===== config.mk =====
export PLATFORM = sky130hd
export DESIGN_NAME = lookup_arbiter
export DESIGN_NICKNAME = d
export VERILOG_FILES = /design/src/rtl/lookup_arbiter.sv
export SDC_FILE = /design/constraint.sdc
export NUM_CORES = 1
export LEC_CHECK = 0
export CELL_PAD_IN_SITES_DETAIL_PLACEMENT = 1
export CELL_PAD_IN_SITES_GLOBAL_PLACEMENT = 2
export CORE_AREA = 10 10 307 309
export CTS_CLUSTER_SIZE = 40
export DETAILED_ROUTE_END_ITERATION = 10
export DIE_AREA = 0 0 317 319
export PLACE_DENSITY_LB_ADDON = 0.1
export SETUP_SLACK_MARGIN = 0.3
export SYNTH_ARGS = -nofsm -noshare
export SYNTH_HDL_FRONTEND = slang
export SYNTH_SLANG_ARGS = --single-unit

===== constraint.sdc =====
create_clock -name clk -period 2.75 [get_ports clk]
set_input_delay 0.275 -clock clk [delete_from_list [all_inputs] [get_ports clk]]
set_output_delay 0.275 -clock clk [all_outputs]
set_load 0.02 [all_outputs]

===== src/rtl/lookup_arbiter.sv =====
// lookup_arbiter: one-op-per-cycle arbiter between table updates and two lookup requesters.
// Define LOOKUP_ARB_INIT_CLEAR_EN to zero the whole table after reset before accepting traffic.
module lookup_arbiter #(
  parameter int ADDR_WIDTH   = 8,
  parameter int DATA_WIDTH   = 192,
  parameter int MAX_WR_BURST = 4
) (
  input  logic                  clk,
  input  logic                  reset_n,
  input  logic                  wr_valid,
  output logic                  wr_ready,
  input  logic [ADDR_WIDTH-1:0] wr_addr,
  input  logic [DATA_WIDTH-1:0] wr_data,
  input  logic [1:0]            rd_valid,
  output logic [1:0]            rd_ready,
  input  logic [ADDR_WIDTH-1:0] rd_addr0,
  input  logic [ADDR_WIDTH-1:0] rd_addr1,
  output logic                  rsp_valid,
  output logic                  rsp_id,
  output logic [DATA_WIDTH-1:0] rsp_data,
  output logic [ADDR_WIDTH-1:0] ram_write_addr,
  output logic [ADDR_WIDTH-1:0] ram_read_addr,
  output logic [DATA_WIDTH-1:0] ram_write_data,
  output logic                  ram_write_enable,
  input  logic [DATA_WIDTH-1:0] ram_read_data,
  output logic                  init_done
);
  localparam int BW = $clog2(MAX_WR_BURST + 1);
  typedef enum logic [1:0] {RST, INIT, RUN} state_t;
  state_t                state_q, state_d;
  logic [BW-1:0]         burst_q, burst_d;
  logic                  rr_q, rr_d;
  logic                  we_q, we_d;
  logic [ADDR_WIDTH-1:0] waddr_q, waddr_d;
  logic [DATA_WIDTH-1:0] wdata_q, wdata_d;
  logic [ADDR_WIDTH-1:0] raddr_q, raddr_d;
  logic [2:0]            vld_q, vld_d;
  logic [2:0]            id_q, id_d;
  logic                  init_done_q, init_done_d;
`ifdef LOOKUP_ARB_INIT_CLEAR_EN
  logic [ADDR_WIDTH-1:0] init_cnt_q, init_cnt_d;
`endif
  logic                  run, wr_gnt, rd_gnt, rd_sel;
  always_comb begin
    run      = state_q == RUN;
    wr_gnt   = run & wr_valid & ((burst_q < BW'(MAX_WR_BURST)) | ~|rd_valid);
    rd_gnt   = run & ~wr_gnt & |rd_valid;
    rd_sel   = rd_valid[rr_q] ? rr_q : ~rr_q;
    wr_ready = wr_gnt;
    rd_ready = rd_gnt ? (rd_sel ? 2'b10 : 2'b01) : 2'b00;
    burst_d  = wr_gnt ? (burst_q == BW'(MAX_WR_BURST) ? burst_q : burst_q + BW'(1)) : '0;
    rr_d     = rd_gnt ? ~rd_sel : rr_q;
    we_d     = wr_gnt;
    waddr_d  = wr_gnt ? wr_addr : waddr_q;
    wdata_d  = wr_gnt ? wr_data : wdata_q;
    raddr_d  = rd_gnt ? (rd_sel ? rd_addr1 : rd_addr0) : raddr_q;
    // the slot id is zero when empty so rsp_id idles at its reset value
    vld_d    = {vld_q[1:0], rd_gnt};
    id_d     = {id_q[1:0], rd_gnt & rd_sel};
`ifdef LOOKUP_ARB_INIT_CLEAR_EN
    init_cnt_d = init_cnt_q;
    state_d    = state_q == RST ? INIT : (state_q == INIT && &init_cnt_q) ? RUN : state_q;
    if (state_q == INIT) begin
      we_d       = 1'b1;
      waddr_d    = init_cnt_q;
      wdata_d    = '0;
      init_cnt_d = init_cnt_q + ADDR_WIDTH'(1);
    end
    init_done_d = state_d == RUN;
`else
    state_d     = RUN;
    init_done_d = 1'b1;
`endif
  end
  always_ff @(posedge clk or negedge reset_n) begin
    if (!reset_n) begin
      state_q     <= RST;
      burst_q     <= '0;
      rr_q        <= 1'b0;
      we_q        <= 1'b0;
      waddr_q     <= '0;
      wdata_q     <= '0;
      raddr_q     <= '0;
      vld_q       <= '0;
      id_q        <= '0;
`ifdef LOOKUP_ARB_INIT_CLEAR_EN
      init_cnt_q  <= '0;
      init_done_q <= 1'b0;
`else
      init_done_q <= 1'b1;
`endif
    end else begin
      state_q     <= state_d;
      burst_q     <= burst_d;
      rr_q        <= rr_d;
      we_q        <= we_d;
      waddr_q     <= waddr_d;
      wdata_q     <= wdata_d;
      raddr_q     <= raddr_d;
      vld_q       <= vld_d;
      id_q        <= id_d;
      init_done_q <= init_done_d;
`ifdef LOOKUP_ARB_INIT_CLEAR_EN
      init_cnt_q  <= init_cnt_d;
`endif
    end
  end
  assign ram_write_enable = we_q;
  assign ram_write_addr   = waddr_q;
  assign ram_write_data   = wdata_q;
  assign ram_read_addr    = raddr_q;
  assign rsp_valid        = vld_q[2];
  assign rsp_id           = id_q[2];
  assign rsp_data         = ram_read_data;
  assign init_done        = init_done_q;
endmodule


# == After elaboration in Yosys (flattened, before gate mapping) ==
# Index checks and enable logic that the tools add are counted.
# totals
regBits,220
latch_bits,0
ramBits,0
mem_bits_ro,0
in_bits,413
out_inout_bits,407
word_cells,33
memories,0
# classes
addsub,1
mul,0
div,0
order_cmp,2
eq_ne,2
shift,0
muxes,8
bitwise_logic,9
reduce_logical,2
# op_table
operator,count
$mux W8,1
$mux W3,2
$and A1 B1 Y1,5
$mux W2,2
$add A3 B1 Y3 const B,1
$eq A3 B3 Y1 const B,1
$lt A3 B3 Y1 const B,1
$mux W1,3
$not A1 Y1,3
$lt A1 B2 Y1 const B,1
$ne A2 B2 Y1 const B,1
$reduce_or A2 Y1,1
$logic_not A1 Y1,1
$or A1 B1 Y1,1

# == Longest topological paths before layout ==
# logic_depth
word_depth,8
ltp_mapped,6
depth_no_buf,5

# == Least setup slack after synthesis ==
# No wires, ideal clock.
# synth_timing
kind,register to output
start,register burst_q[2]
end,output port rd_ready[1]
arrival_ns,1.247
t_required_ns,2.475
setup_slack_ns,1.228
path_stages_with_launch,6
path_buffers,2
path_cell_list,dfrtp_1 -> nand2b_1 -> buf_2 -> and3_4 -> a21boi_0 -> buf_4
# synth_via
elab_chain_len,7
# synth_lines
element,line_no,text
from (decl),31,"logic [BW-1:0] burst_q, burst_d;"
from (signal assigned),94,burst_q <= burst_d;
$lt A3 B3 Y1,46,wr_gnt = run & wr_valid & ((burst_q < BW'(MAX_WR_BURST)) | ~|rd_valid);
$or A1 B1 Y1,46,
$and A1 B1 Y1,46,
$not A1 Y1,47,rd_gnt = run & ~wr_gnt & |rd_valid;
$and A1 B1 Y1 (2 in a row),47,
$mux W2,50,rd_ready = rd_gnt ? (rd_sel ? 2'b10 : 2'b01) : 2'b00;
to (decl),15,"output logic [1:0] rd_ready,"
# No other way between the ends.

# == Worst setup path after layout ==
# layout_timing
start,register burst_q[2]
end,output port rd_ready[0]
# Same word-level chain as after synthesis.

==> impl_metrics.tcl <==
set metrics [dict create \
    outcome "completed" \
    n_fill_cell 9797 \
    pin_count 820 \
    ir_drop_uv 330 \
    clock_skew_ns 0.00811 \
    multi_input_area_mm2 0.00332 \
    worst_pin_slew_ns 0.605 \
    final_cells 2165 \
    n_antenna_cell 0 \
    cp.arrival_ns 1.99 \
    path_cells "nand2b_1, and3_4, buf_4, and2_1, dlygate4sd2_1" \
    fin_crit_sh_pct 82.4 \
    postLayoutSetupSlackWorst_ns 0.483 \
    power_density_mw_per_mm2 708 \
    dp_cells 2110 \
    syn2layout_area_growth_pct 49.3 \
    final_area_mm2 0.0160 \
    core_area_mm2 0.0880 \
    fp.dieArea_mm2 0.101 \
    cts_tree "done" \
    io_buffers 434 \
    final_core_util_pct 18.2 \
    yosysMostFrequentCell "dfrtp_1" \
    grt_pass1_wl_um 63400 \
    synth_area_mm2 0.0107 \
    clock_tree.root_cell "clkbuf_16" \
    overflow 0 \
    syn_area_per_cell_um2 15.3 \
    finalSetupViolations 0 \
    leakage_uw 0.00657 \
    async_reset_ff_share_pct 100 \
    synth_edf_count 0 \
    start_util_pct 12.2 \
    track_usage_pct 8.87 \
    worstSetupEndpointType "output pin" \
    clk_latency_ns 0.53 \
    die_w_um 317 \
    drive_gt1_share_pct 28.3 \
    maxSlewViolCount 0 \
    synth_common_cells "220 x dfrtp_1, 194 x buf_4, 190 x mux2_4, 21 x buf_12, 16 x a31oi_1" \
    cts_max_level 2 \
    ys_seq_area_share_pct 51.2 \
    hold_path_class "input port to async pin" \
    hold_ws_ns 0.336 \
    critPathSlowestCell "dfrtp_2" \
    dpl_cell_area_mm2 0.0150 \
    grt_pass1_vias 7385 \
    fmax_ghz 0.441 \
    yosys.area.top_type "dfrtp_1" \
    first_iter_violations 189 \
    crit_fanout 11 \
    place_hpwl_um 36700 \
    wirelength_um 47000 \
    synth_ff_type "dfrtp_1" \
    ff_latch_area_mm2 0.00551 \
    gp_congestion 0.662 \
    slowest_delay_ns 0.44 \
    min_period_ns 2.27 \
    post_drt_wl_per_cell_um 21.7 \
    ys_types 28 \
    nNetsFinal 1397 \
    numCtsBuffers 34 \
    rsz0062_at_grt "no" \
    grt_max_degree 63 \
    clk_pin_slew_ns 0.05 \
    path_buf_inv 2 \
    synth-warning-count 0 \
    clock_path_buffers 3 \
    antenna_found_initial 7 \
    cts.sinks 220 \
    cp_top_family "simple AND/OR/NAND/NOR gates" \
    antenna_left 0 \
    final_hold_viol_count 0 \
    dp_worst_setup_slack_ns -0.0355 \
    yosysTopAreaCellShare_pct 51.2 \
    worstSetupStartpointType "flip-flop" \
    synth.area.top_cells "dfrtp_1 51%, mux2_4 27%, buf_4 14%, buf_12 3.9%, mux2_2 1.2%" \
    max_slew_margin_pct 59.7 \
    crit_required_ns 2.48 \
    maxCapViolCount 0 \
    vias 6472 \
    route.detailed.drc 0 \
    path_class "flip-flop to output pin" \
    synth_cells 703 \
    vias_per_cell 2.99 \
    die_h_um 319 \
    rows 109 \
    ys_ff_latch 220 \
    dr.pass1.iters 4 \
]
## flip-flops by register name, summed over array words and instances (netlist names)
name,cells
ram_write_data,192
ram_read_addr,8
ram_write_addr,8
burst_q,3
id_q,3
vld_q,3
ram_write_enable,1
rr_q,1
state_q,1
## layer usage
metal / GRT usage [%] / wire [µm] / up-vias / part of all wire, %
li1: - / - / 2741 / -
met1: 9.32 / 17300 / 3181 / 37
met2: 14.9 / 22600 / 408 / 48
met3: 4.53 / 5350 / 128 / 11
met4: 3.48 / 1660 / 14 / 3.5
met5: 0 / 80 / - / 0.17
## report_power, final
group | switching [µW] | internal [µW] | total, µW
Sequential | 281 | 3730 | 4010
Combinational | 1450 | 1770 | 3230
Clock | 1630 | 2500 | 4120
## layout by cell type, fill, tap and decap left out
| cell type | n |
|---|---|
| buf_8 | 1 |
| nand2b_1 | 1 |
| clkbuf_8 | 3 |
| a21oi_1 | 1 |
| clkdlybuf4s50_1 | 430 |
| dfrtp_2 | 1 |
| inv_8 | 1 |
| clkinv_2 | 1 |
| clkbuf_2 | 1 |
| or2_2 | 2 |
| xnor2_1 | 1 |
| nor3_1 | 1 |
| a21boi_2 | 1 |
| nand2_1 | 4 |
| buf_4 | 17 |
| ha_1 | 2 |
| nand3_1 | 9 |
| clkbuf_16 | 35 |
| mux2_2 | 11 |
| and3_4 | 1 |
| and2_1 | 2 |
| bufinv_16 | 1 |
| dfrtp_1 | 219 |
| nor2_2 | 1 |
| nand3_2 | 1 |
| buf_12 | 13 |
| inv_1 | 2 |
| nor2_1 | 4 |
| o21ai_2 | 1 |
| a31oi_1 | 16 |
| mux2_4 | 190 |
| dlygate4sd2_1 | 1 |
| inv_6 | 1 |
| dlygate4sd3_1 | 1 |
| conb_1 | 2 |
| o21ai_0 | 8 |
| clkbuf_1 | 13 |
## logic make-up (layout without fill, tap and decap cells)
group	after synthesis	in the layout	share of synthesized area, %
flip-flops	220	220	51.2
AND/OR/NAND/NOR	26	26	1.27
AO/OA/AOI/OAI	27	27	1.50
multiplexers	201	201	27.7
buffers and inverters	225	521	17.9
XOR/XNOR	1	1	0.0815
other	1	2	0.0349
adder cells (fa/ha/maj)	2	2	0.233
## path summary, 6_finish.rpt
kind                                  start                  to  slack, ns  depth (start not counted)
min in group clk                rd_addr1[5]    ram_read_addr[5]       0.34                          3
worst min register to register      id_q[0]             id_q[1]       0.35                          0
max in group asynchronous           reset_n   ram_write_addr[5]       1.61                          3
worst min-delay path                reset_n  ram_write_data[83]       0.34                          2
worst max-delay path             burst_q[2]         rd_ready[0]       0.48                          5
worst max register to register   burst_q[2]  ram_write_data[17]       0.88                          6
## cell type report
| class | instances | share of cell area [%] |
|---|---|---|
| clock buffer | 51 | 6.02 |
| clock inverter | 3 | 0.273 |
| inverter | 3 | 0.117 |
| multi-input combinational | 259 | 20.7 |
| sequential | 220 | 34.3 |
| tap | 1165 | 9.08 |
| timing repair buffer | 464 | 29.5 |
## timing repair
action	4_1_cts	5_1_grt
buffers inserted	0	0
endpoints found under the setup margin	2	2
hold endpoints to repair	57	0
gates resized for setup	4	4
hold buffers	1	0
## metrics by stage
stage / setup TNS, ns / total power, µW
global route: 0 / 12000
detailed placement: -0.0355 / 7380
global placement: -0.0146 / 7390
floorplan: 0 / 5960
CTS: 0 / 11800
finish: 0 / 11400
## worst register-to-register path: stages, from the launching register on
cell	delay [ns]
dfrtp_2	0.44
o21ai_2	0.08
nand3_2	0.19
inv_8	0.23
buf_12	0.25
buf_12	0.24
mux2_4	0.33
No activity file was read; power rests on OpenSTA's default activity.
